$ cat src/rtl/decode_bid_alloc_pkg.sv
// Shared constants and types for the decode-stage branch-ID allocator.
// BIDs carry a phase bit above the BRT index so a full window can be told from an empty one.
package decode_bid_alloc_pkg;

   localparam int ENTRIES   = 8;
   localparam int BID_W     = $clog2(ENTRIES) + 1;
   localparam int BRT_IDX_W = BID_W - 1;

   typedef enum logic {
      RUN     = 1'b0,
      RECOVER = 1'b1
   } state_t;

   // BRT slot addressed by a BID: the phase bit is dropped.
   function automatic logic [BRT_IDX_W-1:0] brt_idx(input logic [BID_W-1:0] bid);
      return bid[BRT_IDX_W-1:0];
   endfunction

endpackage

$ cat src/rtl/decode_bid_alloc_bid_ring_ptr.sv
// Wrapping BID pointer with increment and load; load takes priority over increment.
// Also exposes ptr+1 so callers can compare against the successor without their own adder.
module bid_ring_ptr #(
   parameter int W = 4
) (
   input  logic         clk,
   input  logic         resetn,
   input  logic         inc,
   input  logic         load,
   input  logic [W-1:0] load_val,
   output logic [W-1:0] ptr,
   output logic [W-1:0] ptr_inc
);

   logic [W-1:0] ptr_reg;
   logic [W-1:0] ptr_next;

   assign ptr     = ptr_reg;
   assign ptr_inc = ptr_reg + W'(1);

   always_comb begin
      ptr_next = ptr_reg;
      if (load)
         ptr_next = load_val;
      else if (inc)
         ptr_next = ptr_inc;
   end

   always_ff @(posedge clk) begin
      if (!resetn)
         ptr_reg <= '0;
      else
         ptr_reg <= ptr_next;
   end

endmodule

$ cat src/rtl/decode_bid_alloc.sv
// Branch-ID allocator: grants BIDs in order, frees them on in-order commit and
// rolls the allocation pointer back on an override, blocking decode until recovery ends.
module decode_bid_alloc
   import decode_bid_alloc_pkg::*;
#(
   parameter int ENTRIES_P = ENTRIES,
   parameter int BID_W_P   = BID_W
) (
   input  logic               clk,
   input  logic               resetn,
   input  logic               i_alloc_valid,
   output logic               o_alloc_ready,
   output logic [BID_W_P-1:0] o_alloc_bid,
   input  logic               i_bc_valid,
   input  logic [BID_W_P-1:0] i_bc_bid,
   input  logic               i_bco_valid,
   input  logic [BID_W_P-1:0] i_bco_bid,
   input  logic               i_recover_done,
   output logic [BID_W_P-1:0] o_count,
   output logic               o_full,
   output logic               o_empty,
   output logic               o_recovering,
   output logic               o_err
);

   localparam logic [BID_W_P-1:0] PHASE_BIT = {1'b1, {(BID_W_P-1){1'b0}}};

   logic [BID_W_P-1:0] alloc_ptr;
   logic [BID_W_P-1:0] alloc_ptr_inc;
   logic [BID_W_P-1:0] commit_ptr;
   logic [BID_W_P-1:0] commit_ptr_inc;
   logic [BID_W_P-1:0] commit_ptr_next;
   logic [BID_W_P-1:0] bco_target;
   state_t             state_reg;
   state_t             state_next;
   logic               err_reg;
   logic               err_next;
   logic               fire;
   logic               commit_ok;
   logic               bco_bad;

   assign o_full       = (alloc_ptr ^ commit_ptr) == PHASE_BIT;
   assign o_empty      = alloc_ptr == commit_ptr;
   assign o_count      = alloc_ptr - commit_ptr;
   assign o_recovering = state_reg == RECOVER;
   assign o_err        = err_reg;
   assign o_alloc_bid  = alloc_ptr;

   // No bypass from a same-cycle commit: readiness sees only registered occupancy.
   assign o_alloc_ready = resetn & (state_reg == RUN) & ~o_full & ~i_bco_valid;
   assign fire          = i_alloc_valid & o_alloc_ready;

   assign commit_ok       = i_bc_valid & (i_bc_bid == commit_ptr) & ~o_empty;
   assign commit_ptr_next = commit_ok ? commit_ptr_inc : commit_ptr;

   // The overriding branch must already be retired, counting a commit landing this very cycle.
   assign bco_target = i_bco_bid + BID_W_P'(1);
   assign bco_bad    = i_bco_valid & (bco_target != commit_ptr_next);

   bid_ring_ptr #(.W(BID_W_P)) u_alloc_ptr (
      .clk      (clk),
      .resetn   (resetn),
      .inc      (fire),
      .load     (i_bco_valid),
      .load_val (bco_target),
      .ptr      (alloc_ptr),
      .ptr_inc  (alloc_ptr_inc)
   );

   bid_ring_ptr #(.W(BID_W_P)) u_commit_ptr (
      .clk      (clk),
      .resetn   (resetn),
      .inc      (commit_ok),
      .load     (1'b0),
      .load_val ('0),
      .ptr      (commit_ptr),
      .ptr_inc  (commit_ptr_inc)
   );

   always_comb begin
      state_next = state_reg;
      err_next   = err_reg | (i_bc_valid & ~commit_ok) | bco_bad;
      case (state_reg)
         RUN: begin
            if (i_bco_valid)
               state_next = RECOVER;
         end
         RECOVER: begin
            if (i_recover_done && !i_bco_valid)
               state_next = RUN;
         end
         default: state_next = RUN;
      endcase
   end

   always_ff @(posedge clk) begin
      if (!resetn) begin
         state_reg <= RUN;
         err_reg   <= 1'b0;
      end else begin
         state_reg <= state_next;
         err_reg   <= err_next;
      end
   end

endmodule

$ cat config.mk
export PLATFORM = sky130hd
export DESIGN_NAME = decode_bid_alloc
export DESIGN_NICKNAME = d
export VERILOG_FILES = /design/src/rtl/decode_bid_alloc_pkg.sv /design/src/rtl/decode_bid_alloc_bid_ring_ptr.sv /design/src/rtl/decode_bid_alloc.sv
export SDC_FILE = /design/constraint.sdc
export NUM_CORES = 1
export LEC_CHECK = 0
export CAP_MARGIN = 10
export CORE_AREA = 3 3 58 60
export CTS_CLUSTER_SIZE = 20
export DETAILED_ROUTE_END_ITERATION = 6
export DIE_AREA = 0 0 61 63
export HOLD_SLACK_MARGIN = 0.05
export MAX_ROUTING_LAYER = met4
export PLACE_DENSITY_LB_ADDON = 0.25
export SLEW_MARGIN = 20
export SYNTH_ARGS = -nofsm -noshare
export SYNTH_HDL_FRONTEND = slang
export SYNTH_HIERARCHICAL = 1
export SYNTH_SLANG_ARGS = --single-unit
$ cat constraint.sdc
create_clock -name clk -period 2.9 [get_ports clk]
set_input_delay 0.435 -clock clk [delete_from_list [all_inputs] [get_ports clk]]
set_output_delay 0.435 -clock clk [all_outputs]
set_load 0.01 [all_outputs]
After elaboration in Yosys (flattened, before gate mapping)
Index checks and enable logic that the tools add are counted.
{"block": "word_totals", "ff_bits": 10, "in_bits": 14, "output_inout_bits": 13, "word_cells": 37}
{"block": "classes", "add_sub_neg": 4, "eq_ne": 4, "muxes": 6, "bitwise_logic": 16, "n_reduce_logical": 3}
{"cell": "4-bit by 1-bit adder with 4-bit output (second input constant)", "n": 3}
{"cell": "4-bit two-way mux", "n": 3}
{"cell": "1-bit bitwise AND", "n": 8}
{"cell": "4-bit == test", "n": 2}
{"cell": "1-bit inverter", "n": 5}
{"cell": "4-bit == test (second input constant)", "n": 1}
{"cell": "4-bit != test", "n": 1}
{"cell": "4-bit subtractor", "n": 1}
{"cell": "4-bit bitwise XOR", "n": 1}
{"cell": "1-bit two-way mux", "n": 2}
{"cell": "1-bit OR", "n": 2}
{"cell": "1-bit case mux with 2 select lines", "n": 1}
{"cell": "2-bit nonzero test", "n": 1}
{"cell": "1-bit logical AND", "n": 1}
{"cell": "1-bit zero test", "n": 1}

Depth between registers and ports, before layout
Gate-level depths: netlist of run 1.
{"block": "depth", "ltp_word": 8, "mapped_depth": 9, "depth_no_buf": 9}

By module
Netlist of run 1, hierarchy kept.
{"module": "bid_ring_ptr", "n_inst": 2, "cells_per_inst": 26, "area_per_inst_um2": 219.0, "seq_area_each_um2": 80.1}
{"module": "decode_bid_alloc", "n_inst": 1, "cells_per_inst": 52, "area_per_inst_um2": 421.7, "seq_area_each_um2": 40.0}

Least setup slack after synthesis of run 1
No wires, ideal clock.
{"block": "synth_timing", "path_kind": "register -> register", "startpoint": "register u_alloc_ptr.ptr_reg[0] (netlist: u_alloc_ptr/ptr[0])", "endpoint": "register err_reg (netlist: o_err)", "setup_ns": 0.123, "t_arrival_ns": 2.246, "t_required_ns": 2.777, "path_slack_ns": 0.531, "path_stages_with_launch": 10, "path_buffers": 0, "synth_period_minus_slack_ns": 2.369, "cell_sequence": "dfxtp_1 -> inv_1 -> ha_1 -> nand3_1 -> nor2_2 -> nor4b_4 -> mux2i_1 -> xnor2_1 -> nor4_1 -> o21ai_1"}
{"block": "synth_between", "elab_chain_cells": 7, "word_cells_on_any_way": 10, "classes_between": "eq/ne: 2; mux: 1; bitwise: 7"}
{"item": "start, declared", "line_no": "decode_bid_alloc_bid_ring_ptr.sv:15", "source": "logic [W-1:0] ptr_reg;"}
{"item": "start signal, assigned", "line_no": "decode_bid_alloc_bid_ring_ptr.sv:33", "source": "ptr_reg <= ptr_next;"}
{"item": "4-bit == test *", "line_no": "decode_bid_alloc.sv:43", "source": "assign o_empty = alloc_ptr == commit_ptr;"}
{"item": "named net o_empty", "line_no": "decode_bid_alloc.sv:21", "source": "output logic o_empty,"}
{"item": "1-bit inverter *", "line_no": "decode_bid_alloc.sv:53", "source": "assign commit_ok = i_bc_valid & (i_bc_bid == commit_ptr) & ~o_empty;"}
{"item": "1-bit bitwise AND *", "line_no": "decode_bid_alloc.sv:53"}
{"item": "named net commit_ok", "line_no": "decode_bid_alloc.sv:39", "source": "logic commit_ok;"}
{"item": "4-bit two-way mux / 1-bit inverter (equally long branches)"}
{"item": "4-bit != test / 1-bit bitwise AND (equally long branches)", "line_no": "decode_bid_alloc.sv:58, decode_bid_alloc.sv:82"}
{"item": "1-bit bitwise AND / 1-bit OR (equally long branches)", "line_no": "decode_bid_alloc.sv:58, decode_bid_alloc.sv:82"}
{"item": "1-bit OR *", "line_no": "decode_bid_alloc.sv:82", "source": "err_next = err_reg | (i_bc_valid & ~commit_ok) | bco_bad;"}
{"item": "end signal, assigned", "line_no": "decode_bid_alloc.sv:102", "source": "err_reg <= err_next;"}
{"item": "end, declared", "line_no": "decode_bid_alloc.sv:36", "source": "logic err_reg;"}
Mark *: on every way through the listed nets, which the timed path passes. The rest lies on a longest branch.
A chain may end at the register's enable or synchronous reset.

Worst setup path in the final report of run 1
{"block": "layout_timing", "startpoint": "register u_alloc_ptr.ptr_reg[0] (netlist: u_alloc_ptr/ptr[0])", "endpoint": "output o_alloc_ready"}
{"block": "layout_between", "elab_chain_cells": 5}
{"item": "4-bit bitwise XOR", "line_no": "decode_bid_alloc.sv:42", "source": "assign o_full = (alloc_ptr ^ commit_ptr) == PHASE_BIT;"}
{"item": "4-bit == test", "line_no": "decode_bid_alloc.sv:42"}
{"item": "1-bit inverter", "line_no": "decode_bid_alloc.sv:50", "source": "assign o_alloc_ready = resetn & (state_reg == RUN) & ~o_full & ~i_bco_valid;"}
{"item": "1-bit bitwise AND (2 in a row)", "line_no": "decode_bid_alloc.sv:50"}
{"item": "end, declared", "line_no": "decode_bid_alloc.sv:12", "source": "output logic o_alloc_ready,"}
No other way between the ends.

==> impl_metrics.json, run 1 <==
{
  "critPathArrivalTime_ps": 2250,
  "floorplan_die_width_um": 61,
  "globalRouteOverflowTotal": 0,
  "drc": 0,
  "pwr_density_cell_nw_per_um2": 379.3,
  "portBuffers": 26,
  "globalplace.congestion": 0.7963,
  "critical_path.cell_chain": "inv_1, ha_1, nand3_1, nor2b_1, nor4b_1, clkdlybuf4s50_1",
  "r2r_start": "u_alloc_ptr/ptr[0]$_SDFFE_PN0P_",
  "required_ps": 2470,
  "grt_max_degree": 13,
  "cp-end-kind": "primary output",
  "hold_depth": 2,
  "timing.reg2reg.setup_slack_ps": 540,
  "ios": 27,
  "first_iter_violations": 58,
  "post_cts.resized_instances": 0,
  "combined_global_route_utilization_of_all_metal_layers": 0.1063,
  "post-cts-setup-buffers": 0,
  "viasPerCell": 4.406,
  "layout_worst_path_cycle_share": 0.9252,
  "report.final.slew_viol_count": 0,
  "initial_core_util": 0.2798,
  "firstDrtPassIters": 4,
  "timing.critical_path.from_type": "register",
  "worstPathMaxFanout": 5,
  "fmax_mhz": 372.7,
  "antenna-diode-count": 0,
  "globalRouteMet2Util": 0.1524,
  "cts_max_path_buffers": 2,
  "dpl-instance-area_sq_um": 1195,
  "critical-path-slowest-cell": "clkdlybuf4s50_1",
  "clock_skew_ps": 6.476,
  "dp_hpwl_mm": 1.565,
  "syn-mean-instance-area_sq_um": 8.333,
  "grt_pass1_wl_mm": 3.153,
  "crit_path_from": "u_alloc_ptr/ptr[0]$_SDFFE_PN0P_",
  "critical_path_class": "register to primary output",
  "setup_tns_ps": 0,
  "antenna_found_initial": 0,
  "min_from": "o_err$_SDFF_PN0_",
  "grt_setup_unrepaired": "no",
  "number_of_buffers_created_by_cts": 3,
  "timing.final.hold_violations": 0,
  "post-route-cell-area_sq_um": 1231,
  "ant_nets": 0,
  "worst_vdd_ir_uv": 127.2,
  "cts_num_sinks": 10,
  "synth.yosys.warnings": 6,
  "clock_tree_from_tritoncts": "yes",
  "nNetsFinal": 164,
  "clock_latency_at_the_later_pin_of_the_worst_skew_pair_ps": 260,
  "drive_gt1_frac": 0.07042,
  "core-area_sq_um": 2978,
  "grt.busiest_layer": "met1",
  "met1_usage": 0.1549,
  "critical-path-max-stage-delay_ps": 610,
  "floorplan.die_area_sq_um": 3843,
  "detailroute.via_count": 771,
  "synth_area_sq_um": 833.3,
  "power.static_leakage_nw": 0.4984,
  "postSynthCellCount": 100,
  "worstHoldEndpoint": "o_err$_SDFF_PN0_",
  "cts_root_buffer": "clkbuf_4",
  "first_global_vias": 699,
  "max_cap_violations": 0,
  "routed_wire_length_per_instance_um": 10.64,
  "report.final.setup_viol": 0,
  "ff2ff_path_depth": 10,
  "detail_route.wirelength_mm": 1.862,
  "critical_r2r_capture": "o_err$_SDFF_PN0_",
  "outcome": "completed",
  "most-common-layout-cells": "clkdlybuf4s50_1, inv_1, xnor2_1, dfxtp_1",
  "y_dimension_of_the_die_um": 63,
  "synthToLayoutAreaGrowth_pct": 47.75,
  "hold_class": "register to register",
  "mostFrequentLayoutCell": "clkdlybuf4s50_1",
  "globalRouteMet3Util": 0.01653,
  "ctsHoldBuffers": 0,
  "clkTransAtPathRegs_ps": 70,
  "timing.final.crit_period_ps": 2683,
  "h-tree-depth": 1,
  "std_cell_rows": 20
}
==> final cells by class <==
class	instances	area, sq um
fill	298	1747
multi-input combinational	84	610.6
timing repair buffer	30	290.3
sequential	10	200.2
inverter	14	52.55
tap	33	41.29
clock buffer	4	36.28
==> through the flow <==
stage / util / power (mW) / hold WS, ps / cells / setup slack (ps)
2_1_floorplan: - / 0.2588 / 530.1 / 108 / 547.6
3_3_place_gp: 0.4013 / 0.3472 / 519.1 / 171 / 472.1
3_5_place_dp: 0.4013 / 0.3487 / 499.3 / 171 / 381.3
4_1_cts: 0.4134 / 0.4717 / 520.9 / 175 / 226.2
5_1_grt: 0.4134 / 0.5060 / 547.0 / 175 / 36.84
6_report: 0.4134 / 0.4670 / 521.0 / 175 / 217.0
==> worst max-delay path: cells and delay by family, from the launching register on <==
family	cells	cell delay (ps)
buf+inv	2	690
simple gates	3	560
flops	1	420
fa+ha+maj	1	320
==> where the power goes <==
group          switching (mW)  leakage [nW]  internal, mW
clock                  0.0459        0.0210        0.0760
sequential             0.0105        0.0831         0.148
combinational          0.0824         0.394         0.105
total                   0.139         0.498         0.328
==> routing by layer <==
layer | vias up | part of all wire
li1 | 414 | -
met1 | 334 | 0.51
met2 | 21 | 0.43
met3 | 2 | 0.047
met4 | 0 | 0.0075
met5 | - | 0
==> worst max-delay path by stage <==
| stage | to | slack [ps] |
|---|---|---|
| 2_1_floorplan | o_err$_SDFF_PN0_ | 550 |
| 3_3_place_gp | o_alloc_ready | 470 |
| 3_5_place_dp | o_err$_SDFF_PN0_ | 380 |
| 4_1_cts | o_alloc_ready | 230 |
| 5_1_grt | o_alloc_ready | 40 |
| 6_report | o_alloc_ready | 220 |
Power figures use the tool's default switching activity.
==> inputs of run 2 (changes only) <==
==> constraint.sdc (replaced) <==
create_clock -name clk -period 2.9 [get_ports clk]
set_input_delay 0.29 -clock clk [delete_from_list [all_inputs] [get_ports clk]]
set_output_delay 0.29 -clock clk [all_outputs]
set_load 0.01 [all_outputs]
==> impl_metrics.json, run 2 (synthesis results as in run 1) <==
{
  "fillerInstances": 307,
  "floorplan_die_width_um": 61,
  "post-cts-setup-buffers": 0,
  "post-route-cell-area_sq_um": 1209,
  "antenna-diode-count": 0,
  "holdWs_ps": 573.8,
  "portBuffers": 26,
  "clock_latency_at_the_later_pin_of_the_worst_skew_pair_ps": 270,
  "layout_worst_path_cycle_share": 0.8993,
  "nNetsFinal": 161,
  "y_dimension_of_the_die_um": 63,
  "timing.critical_path.from_type": "register",
  "clock_tree_from_tritoncts": "yes",
  "drive_gt1_frac": 0.05036,
  "clock_skew_ps": 4.655,
  "timing.final.crit_period_ps": 2608,
  "ant_nets": 0,
  "ff2ff_path_depth": 10,
  "mostFrequentLayoutCell": "clkdlybuf4s50_1",
  "ctsHoldBuffers": 0,
  "setup_tns_ps": 0,
  "detail_route.wirelength_mm": 1.992,
  "cp-end-kind": "primary output",
  "max_cap_violations": 0,
  "firstDrtPassIters": 4,
  "antenna_found_initial": 0,
  "floorplan.die_area_sq_um": 3843,
  "timing.final.hold_violations": 0,
  "globalRouteOverflowTotal": 0,
  "grt_setup_unrepaired": "no",
  "grt_max_degree": 13,
  "report.final.setup_viol": 0,
  "dp_hpwl_mm": 1.574,
  "first_iter_violations": 20,
  "report.final.slew_viol_count": 0,
  "core-area_sq_um": 2978,
  "critical_path_class": "register to primary output",
  "post_cts.resized_instances": 0,
  "pwr_density_cell_nw_per_um2": 392.6,
  "drc": 0,
  "worstPathMaxFanout": 7,
  "std_cell_rows": 20,
  "initial_core_util": 0.2798,
  "cts_num_sinks": 10,
  "clkTransAtPathRegs_ps": 80,
  "combined_global_route_utilization_of_all_metal_layers": 0.1155,
  "h-tree-depth": 1,
  "dpl-instance-area_sq_um": 1172,
  "cts_max_path_buffers": 2,
  "viasPerCell": 4.576,
  "required_ps": 2610,
  "worst_vdd_ir_uv": 83.02,
  "critPathArrivalTime_ps": 2320,
  "power.static_leakage_nw": 0.4827,
  "fmax_mhz": 383.5,
  "globalplace.congestion": 0.7982,
  "cts_root_buffer": "clkbuf_4",
  "hold_depth": 2,
  "grt_pass1_wl_mm": 3.339,
  "outcome": "completed",
  "routed_wire_length_per_instance_um": 11.58,
  "detailroute.via_count": 787,
  "ios": 27,
  "hold_class": "register to register",
  "most-common-layout-cells": "clkdlybuf4s50_1, inv_1, xnor2_1, dfxtp_1",
  "first_global_vias": 787,
  "synthToLayoutAreaGrowth_pct": 45.05,
  "number_of_buffers_created_by_cts": 3
}
run 2: cell types whose count changed in the layout (fill, tap and decap cells not counted), sizes merged:
cell,before,now
buf,4,1
run 2: final cells by class:
class                      instances  area, sq um  share of cell area
clock buffer                       4        36.28             0.03002
inverter                          14        52.55             0.04348
multi-input combinational         84        610.6              0.5052
sequential                        10        200.2              0.1656
tap                               33        41.29             0.03416
timing repair buffer              27        267.8              0.2215
run 2: report_power, final:
group	leakage [nW]	switching (mW)	internal, mW	total, mW
logic	0.379	0.0762	0.101	0.178
registers	0.0831	0.0162	0.148	0.164
clock network	0.0210	0.0570	0.0763	0.133
total	0.483	0.149	0.325	0.475
run 2: final timing paths:
path | endpoint | start | slack (ps)
min reg2reg | o_err$_SDFF_PN0_ | o_err$_SDFF_PN0_ | 570
max | o_alloc_ready | u_commit_ptr/ptr[2]$_SDFFE_PN0P_ | 290
max reg2reg | o_err$_SDFF_PN0_ | u_commit_ptr/ptr[2]$_SDFFE_PN0P_ | 490
min | o_err$_SDFF_PN0_ | o_err$_SDFF_PN0_ | 570
run 2: worst max-delay path, stage by stage (launching register included):
cell,delay (ps)
dfxtp_1,500
inv_1,80
ha_1,330
nand3_1,130
nor2b_1,80
nor4b_1,320
clkdlybuf4s50_1,610
run 2: through the flow:
stage / power (mW) / std cells / setup slack, ps / util
finish: 0.4745 / 172 / 292.2 / 0.4059
global route: 0.5081 / 172 / 95.36 / 0.4059
CTS: 0.4809 / 172 / 294.2 / 0.4059
detailed placement: 0.3447 / 168 / 461.7 / 0.3937
global placement: 0.3428 / 168 / 555.4 / 0.3937
floorplan: 0.2588 / 108 / 547.6 / -
run 2: metal layers:
layer / GRT usage / part of all wire
met3: 0.01446 / 0.040
met2: 0.1832 / 0.49
met5: - / 0
met4: 0.05691 / 0
met1: 0.1402 / 0.47
